--- config.mk ---
export PLATFORM = sky130hd
export DESIGN_NAME = prim_elasticbuf
export DESIGN_NICKNAME = d
export VERILOG_FILES = /design/src/rtl/prim_pkg.sv /design/src/rtl/prim_wrapcnt.sv /design/src/rtl/prim_elasticbuf.sv
export SDC_FILE = /design/constraint.sdc
export NUM_CORES = 1
export LEC_CHECK = 0
export ABC_AREA = 1
export BUFFER_PORTS_ARGS = -buffer_cell sky130_fd_sc_hd__buf_2
export CORE_ASPECT_RATIO = 1.4
export CORE_MARGIN = 8
export CORE_UTILIZATION = 55
export CTS_CLUSTER_DIAMETER = 80
export DETAILED_ROUTE_END_ITERATION = 8
export GPL_TIMING_DRIVEN = 1
export PLACE_DENSITY = 0.93
export SYNTH_ARGS = -nofsm -noshare
export SYNTH_HDL_FRONTEND = slang
export SYNTH_SLANG_ARGS = --single-unit
--- constraint.sdc ---
create_clock -name clk -period 1.8 [get_ports clk]
set_input_delay 0.36 -clock clk [delete_from_list [all_inputs] [get_ports clk]]
set_output_delay 0.36 -clock clk [all_outputs]
set_load 0.05 [all_outputs]
--- src/rtl/prim_pkg.sv ---
`default_nettype none
// ============================================================================
// Module   : prim_pkg
// Purpose  : Helpers shared by the prim_* primitives (width computation).
// Revision : 1.0 - initial release
// ============================================================================
package prim_pkg;

  // Ceiling log2 for elaboration-time width sizing; returns 0 for value <= 1.
  function automatic int prim_clog2(input int value);
    int result;
    result = 0;
    for (int i = 0; i < 31; i++) begin
      if ((1 << i) < value) begin
        result = i + 1;
      end
    end
    return result;
  endfunction

endpackage
`default_nettype wire

--- src/rtl/prim_wrapcnt.sv ---
`default_nettype none
// ============================================================================
// Module   : prim_wrapcnt
// Purpose  : Enabled up-counter with synchronous clear that wraps to 0 after
//            MAX. MAX need not be 2^n-1.
// Revision : 1.0 - initial release
// ============================================================================
module prim_wrapcnt
  import prim_pkg::*;
#(
  parameter int  MAX = 1,
  localparam int W   = (MAX > 0) ? prim_clog2(MAX + 1) : 1
) (
  input  logic         clk,
  input  logic         reset_n,
  input  logic         clr_i,
  input  logic         en_i,
  output logic [W-1:0] cnt_o
);

  localparam logic [W-1:0] MAX_V = W'(MAX);

  logic [W-1:0] cnt_d;
  logic [W-1:0] cnt_q;

  // Next count: clear wins, otherwise advance and wrap at MAX.
  always_comb begin
    cnt_d = cnt_q;
    if (clr_i) begin
      cnt_d = '0;
    end else if (en_i) begin
      cnt_d = (cnt_q == MAX_V) ? '0 : cnt_q + W'(1);
    end
  end

  // Counter register.
  always_ff @(posedge clk) begin
    if (!reset_n) begin
      cnt_q <= '0;
    end else begin
      cnt_q <= cnt_d;
    end
  end

  assign cnt_o = cnt_q;

endmodule
`default_nettype wire

--- src/rtl/prim_elasticbuf.sv ---
`default_nettype none
// ============================================================================
// Module   : prim_elasticbuf
// Purpose  : DEPTH-entry valid/ready elastic buffer with fully registered
//            upstream ready, synchronous flush, occupancy and downstream stall.
// Revision : 1.0 - initial release
// ============================================================================
module prim_elasticbuf
  import prim_pkg::*;
#(
  parameter int  WIDTH           = 32,
  parameter int  DEPTH           = 2,
  parameter bit  ZERO_ON_INVALID = 1'b0,
  localparam int CW              = prim_clog2(DEPTH + 1)
) (
  input  logic             clk,
  input  logic             reset_n,
  input  logic             flush_i,
  output logic             urdy_o,
  input  logic             uvld_i,
  input  logic [WIDTH-1:0] udat_i,
  input  logic             dstall_i,
  input  logic             drdy_i,
  output logic             dvld_o,
  output logic [WIDTH-1:0] ddat_o,
  output logic [CW-1:0]    count_o
);

  localparam int PW = (DEPTH > 1) ? prim_clog2(DEPTH) : 1;

  logic [WIDTH-1:0] mem_d [DEPTH];
  logic [WIDTH-1:0] mem_q [DEPTH];
  logic [CW-1:0]    count_d;
  logic [CW-1:0]    count_q;
  logic             urdy_d;
  logic             urdy_q;
  logic [PW-1:0]    wp;
  logic [PW-1:0]    rp;
  logic             push;
  logic             pop;
  logic [WIDTH-1:0] rd_data;

  // Handshakes; flush suppresses both so nothing moves in the flush cycle.
  assign dvld_o = (count_q != '0) && !dstall_i;
  assign push   = uvld_i && urdy_q && !flush_i;
  assign pop    = dvld_o && drdy_i && !flush_i;

  prim_wrapcnt #(.MAX(DEPTH - 1)) u_wp (
    .clk     (clk),
    .reset_n (reset_n),
    .clr_i   (flush_i),
    .en_i    (push),
    .cnt_o   (wp)
  );

  prim_wrapcnt #(.MAX(DEPTH - 1)) u_rp (
    .clk     (clk),
    .reset_n (reset_n),
    .clr_i   (flush_i),
    .en_i    (pop),
    .cnt_o   (rp)
  );

  // Occupancy and registered ready; ready looks at next-state count only.
  always_comb begin
    count_d = count_q;
    if (flush_i) begin
      count_d = '0;
    end else if (push && !pop) begin
      count_d = count_q + CW'(1);
    end else if (pop && !push) begin
      count_d = count_q - CW'(1);
    end
    urdy_d = (count_d != CW'(DEPTH));
  end

  // Occupancy/ready registers; ready is held low throughout reset.
  always_ff @(posedge clk) begin
    if (!reset_n) begin
      count_q <= '0;
      urdy_q  <= 1'b0;
    end else begin
      count_q <= count_d;
      urdy_q  <= urdy_d;
    end
  end

  // Single write port: only the entry at the write pointer takes new data.
  always_comb begin
    for (int i = 0; i < DEPTH; i++) begin
      mem_d[i] = mem_q[i];
      if (push && (wp == PW'(i))) begin
        mem_d[i] = udat_i;
      end
    end
  end

  // Storage flops; reset clears them, flush deliberately does not.
  always_ff @(posedge clk) begin
    if (!reset_n) begin
      for (int i = 0; i < DEPTH; i++) begin
        mem_q[i] <= '0;
      end
    end else begin
      for (int i = 0; i < DEPTH; i++) begin
        mem_q[i] <= mem_d[i];
      end
    end
  end

  // Single read port as an explicit mux so non-power-of-two depths index safely.
  always_comb begin
    rd_data = '0;
    for (int i = 0; i < DEPTH; i++) begin
      if (rp == PW'(i)) begin
        rd_data = mem_q[i];
      end
    end
  end

  // Zeroing keys off emptiness only; a stalled head still shows its data.
  assign ddat_o  = (ZERO_ON_INVALID && (count_q == '0)) ? '0 : rd_data;
  assign urdy_o  = urdy_q;
  assign count_o = count_q;

endmodule
`default_nettype wire

**Word-level counts from Yosys, hierarchy flattened**

Memories as Yosys holds them, arrays and structs flattened.
Cells that the tools add are included.

- Mux-type cells: 12
- Bitwise operators: 4
- Reduce and logical (&&, ||, !) cells: 15
- Equal/unequal tests: 1
- Add/sub/neg operators: 4

Operator list:

| operator | count |
|---|---|
| $mux W32 | 5 |
| $logic_and A1 B1 Y1 | 9 |
| $mux W2 | 3 |
| $logic_not A1 Y1 | 4 |
| $mux W1 | 4 |
| $add A1 B1 Y1 const B | 2 |
| $add A2 B1 Y2 const B | 1 |
| $ne A2 B2 Y1 const B | 1 |
| $not A1 Y1 | 2 |
| $or A1 B1 Y1 | 2 |
| $reduce_bool A2 Y1 | 1 |
| $reduce_or A2 Y1 | 1 |
| $sub A2 B1 Y2 const B | 1 |

- Output and inout bits: 36
- Input bits: 38
- Memories kept: 1
- Bits in writable memories: 64
- Logic and storage cells: 41
- Register bits: 5

Memory list:

| name | depth | bits a word | read ports | clocked after memory_dff | wr ports | line | RTL |
|---|---|---|---|---|---|---|---|
| mem_q | 2 | 32 | 2 | 0 | 2 | prim_elasticbuf.sv:32 | `logic [WIDTH-1:0] mem_q [DEPTH];` |

**Longest topological paths before layout**

- Depth in word-level cells: 9
- Mapped depth: 9
- Gate-level depth less buffers: 9

**Hierarchy**

Synthesis repeated with hierarchy kept, for this count alone.

- Cell total of the unflattened synthesis: 400
- Area, all modules: 2,879.0 um^2

By module, submodules not included:

| module | instances | area each (um^2) | seq. area each (um^2) | cells each |
|---|---|---|---|---|
| prim_elasticbuf | 1 | 2,773.9 | 1,341.3 | 382 |
| prim_wrapcnt | 2 | 52.6 | 20.0 | 9 |

**Least setup slack after synthesis**

OpenSTA, ideal clock, no wires.

- Kind: register to register
- Start: register count_q[0] (netlist: count_o[0])
- End: register urdy_q (netlist: urdy_o)
- Cell stages (with the launch flop): 9
- Setup slack: -0.587 ns
- Arrival time: 2.274 ns
- Setup time: 0.113 ns
- Buffers on the path: 0
- Data required time: 1.687 ns
- Period minus slack after synthesis: 2.387 ns
- Path through: dfxtp_1 -> inv_1 -> ha_1 -> nor2_1 -> nand2_1 -> nand2_1 -> nand3_1 -> nand3_1 -> nand2_1

- Longest elaborated chain between the ends: 9
- Elaborated cells between the ends (all ways): 13
- Those cells by class: 2 x add/sub; 1 x eq/ne; 3 x mux; 7 x reduce/logical

Ends and longest elaborated chain:

| what | line | RTL |
|---|---|---|
| from (decl) | prim_elasticbuf.sv:34 | `logic [CW-1:0] count_q;` |
| from (signal assigned) | prim_elasticbuf.sv:83 | `count_q <= count_d;` |
| $reduce_bool A2 Y1 * | prim_elasticbuf.sv:44 | `assign dvld_o = (count_q != '0) && !dstall_i;` |
| $logic_and A1 B1 Y1 * | prim_elasticbuf.sv:44 |  |
| via dvld_o | prim_elasticbuf.sv:24 | `output logic dvld_o,` |
| $logic_and A1 B1 Y1 * (2 in a row) | prim_elasticbuf.sv:46 | `assign pop = dvld_o && drdy_i && !flush_i;` |
| $logic_and A1 B1 Y1 or $logic_not A1 Y1 (tied branches) | prim_elasticbuf.sv:71, prim_elasticbuf.sv:69 |  |
| $mux W2 or $logic_and A1 B1 Y1 (tied branches) | prim_elasticbuf.sv:71, prim_elasticbuf.sv:69 |  |
| $mux W2 * | prim_elasticbuf.sv:69 | `end else if (push && !pop) begin` |
| $mux W2 * | prim_elasticbuf.sv:67 | `if (flush_i) begin` |
| $ne A2 B2 Y1 * | prim_elasticbuf.sv:74 | `urdy_d = (count_d != CW'(DEPTH));` |
| to (signal assigned) | prim_elasticbuf.sv:84 | `urdy_q <= urdy_d;` |
| to (decl) | prim_elasticbuf.sv:36 | `logic urdy_q;` |

Mark *: on every way through the listed nets, which the timed path passes. The rest lies on a longest branch.
A chain may end at the register's enable or synchronous reset.

**Final worst setup path**

- Start: register u_rp.cnt_q (netlist: u_rp.cnt_o)
- End: output ddat_o[9]

- Longest elaborated chain between the ends: 1

Ends and longest elaborated chain:

| what | line | RTL |
|---|---|---|
| from (decl) | prim_wrapcnt.sv:24 | `logic [W-1:0] cnt_q;` |
| from (signal assigned) | prim_wrapcnt.sv:41 | `cnt_q <= cnt_d;` |
| $mux W32 | prim_elasticbuf.sv:115 | `if (rp == PW'(i)) begin` |
| to (decl) | prim_elasticbuf.sv:25 | `output logic [WIDTH-1:0] ddat_o,` |

No other way between the ends.

==> flow_summary.yaml <==
final_layout:
  drive_gt1_share_pct: 22.9
  syn2layout_area_growth_pct: 25.2
  fillers: 425
  multi_input_area_mm2: 0.00117
  diodes: 0
  final_common_cell: "o21ai_0"
  regArea_mm2: 0.00138
  mostFrequentLayoutCells: "71 x o21ai_0, 67 x dfxtp_1, 61 x nor2_1"
  nets: 492
  instances_no_fill: 524
power_and_ir_drop:
  p_int_w: 0.00240
  pwr-share-comb_pct: 14.6
  vdd_drop_max_mv: 0.706
  power.switching_w: 0.000913
  p_clk_share_pct: 37.2
  power_w: 0.00332
  sw_frac_of_total_pct: 27.5
  p_per_area_mw_per_mm2: 933
  power.leakage_nw: 1.46
  seq_power_share_pct: 48.2
clock_network:
  clk_latency_ps: 340
  postCtsSetupRepairBufs: 0
  cts_root_buf: "clkbuf_8"
  numCtsBuffers: 9
  cts.path.max_buffers: 2
  cts_tree: "yes"
  clkTransAtPathRegs_ps: 70
  cts_sinks: 69
  htreeDepth: 3
sta:
  worst_pin_slew_ps: 565
  max_freq_mhz: 579
  layout_setup_ws_ps: 71.7
  min_period_ps: 1730
  maxSlewHeadroom_pct: 62.3
  finalClockSkew_ps: 7.14
  slew_viol_final: 0
  hold_viol: 0
  rsz0062_at_grt: "no"
  period_share_pct: 96.0
  hold_slack_ps: 285
  tns_ps: 0
  setup_viol: 0
global_routing:
  grt_use_met3_pct: 5.27
  grt_overflow: 0
  antenna_found_initial: 0
  grt_pass1_vias: 2506
  met2_usage_pct: 28.7
  track_usage_pct: 17.4
  top_usage_layer: "met2"
  met1_usage_pct: 19.3
  grt_max_degree: 63
  grt_pass1_wl_mm: 11.0
yosys:
  synth_nets: 427
  synth_seq_cells: 69
  yosysTopAreaCellShare_pct: 48.7
  yosysSeqAreaShare_pct: 48.7
  yosys.area.top_type: "dfxtp_1"
  ys_types: 21
  netlist_area_mm2: 0.00284
  ys_warn_count: 0
  synthTopCellsByArea: "dfxtp_1 49%, o21ai_0 15%, nor2_1 8.2%"
  syn_inst: 388
  syn_area_per_cell_um2: 7.32
routing:
  wire_per_inst_um: 13.0
  drc_errors: 0
  drt.antenna.violating_nets: 0
  drt-initial-drc-count: 324
  dr.pass1.iters: 5
  vias: 2708
  wl_mm: 6.84
  vias_per_cell: 5.17
floorplan:
  core_mm2: 0.00508
  die_h_um: 101
  dieArea_mm2: 0.00775
  pin_count: 74
  die_x_um: 76.7
  initial_utilization_pct: 55.9
  num_rows: 31
worst_hold_path:
  whs_endpoint: "mem_q[0][12]"
  hold_start: "udat_i[12]"
  min_path_cells: 3
  hold_class: "in -> reg"
critical_path:
  endpoint_kind: "primary output"
  max_stage_delay_ps: 350
  reg2reg_depth: 5
  path_cells: "inv_2, clkbuf_16, o21ai_0, buf_4"
  rr_startpoint: "urdy_o"
  required_ps: 1440
  path_class: "reg -> out"
  cp.arrival_ps: 1370
  r2r_setup_slack_ps: 310
  cp_max_fo: 17
  cp_slowest_cell: "dfxtp_1"
  critPathLaunchType: "flop"
  timing.rr.end: "mem_q[0][54]"
placed_design:
  place_inst: 507
  dp_hpwl_mm: 4.38
  port_buffers: 73
  routabilityCongestion: 0.761
  dp_worst_setup_slack_ps: 241
outcome:
  status: "complete, no violations"
flow_run:
  drv_cap: 0
## metal layers
layer / share of wire [%] / vias to the layer above
met5: 0 / -
met4: 1.8 / 0
met3: 6.0 / 12
met2: 52 / 87
met1: 40 / 1227
li1: - / 1382
## Yosys cell counts
master     n
o21ai_0   85
dfxtp_1   69
nor2_1    62
nand2_1   42
inv_1     41
a21oi_1   37
clkbuf_1  13
o21ai_1   10
nand3_1    8
buf_2      5
clkbuf_2   5
nand2_4    2
buf_1      1
buf_12     1
buf_6      1
ha_1       1
inv_2      1
nand2_2    1
nand3b_1   1
nand4_1    1
nor2_8     1
## critical path, delay by kind of cell, from the launching register on
family	cells	cell delay, ps
buffers and inverters	3	500
flip-flops	1	350
AO/OA/AOI/OAI	1	180
## through the flow
stage / area (µm²) / util, %
2_1_floorplan: 2850 / -
3_3_place_gp: 3250 / 63.9
3_5_place_dp: 3250 / 63.9
4_1_cts: 3470 / 68.3
5_1_grt: 3550 / 69.9
6_report: 3550 / 69.9
## final cells by class
| cell class | count | share of cell area, % |
|---|---|---|
| sequential | 69 | 38.9 |
| multi-input combinational | 251 | 33.0 |
| timing repair buffer | 80 | 15.6 |
| inverter | 42 | 4.44 |
| clock buffer | 10 | 3.87 |
| tap | 66 | 2.32 |
| clock inverter | 6 | 1.76 |
## sequential cells by signal (all words and copies together) (netlist names)
name,cells
mem_q,64
u_wp.cnt_o,1
count_o,2
u_rp.cnt_o,1
urdy_o,1
## kinds of logic (layout without fill, tap and decap cells)
family | after synthesis | in the layout | share of synthesized area [%]
adder cells (fa/ha/maj) | 1 | 1 | 0.441
AO/OA/AOI/OAI | 132 | 132 | 23.3
AND/OR/NAND/NOR | 118 | 118 | 17.4
buffers and inverters | 68 | 138 | 10.3
flip-flops | 69 | 69 | 48.7
## power groups by stage
stage	registers (W)	clock network [W]	logic, W
after floorplan	0.00164	0	0.000321
after global placement	0.00163	0	0.000446
after detailed placement	0.00163	0	0.000454
after CTS	0.00160	0.00126	0.000466
after global routing	0.00160	0.00131	0.000528
final	0.00160	0.00123	0.000484
## worst max-delay path by stage
stage                           from      endpoint  slack [ps]
after floorplan           u_rp.cnt_o    ddat_o[16]        -330
after global placement        uvld_i  mem_q[0][54]         300
after detailed placement      uvld_i  mem_q[0][47]         240
after CTS                 u_rp.cnt_o     ddat_o[1]           1
after global routing      u_rp.cnt_o    ddat_o[24]         0.2
final                     u_rp.cnt_o     ddat_o[9]          70
## repair_timing
action | CTS | global route
resized for setup | 11 | 43
gates cloned | 0 | 1
pin swaps | 0 | 0
endpoints found under the setup margin | 10 | 30
hold buffers | 0 | 0
Note: power is estimated with default switching activity, not from simulation.
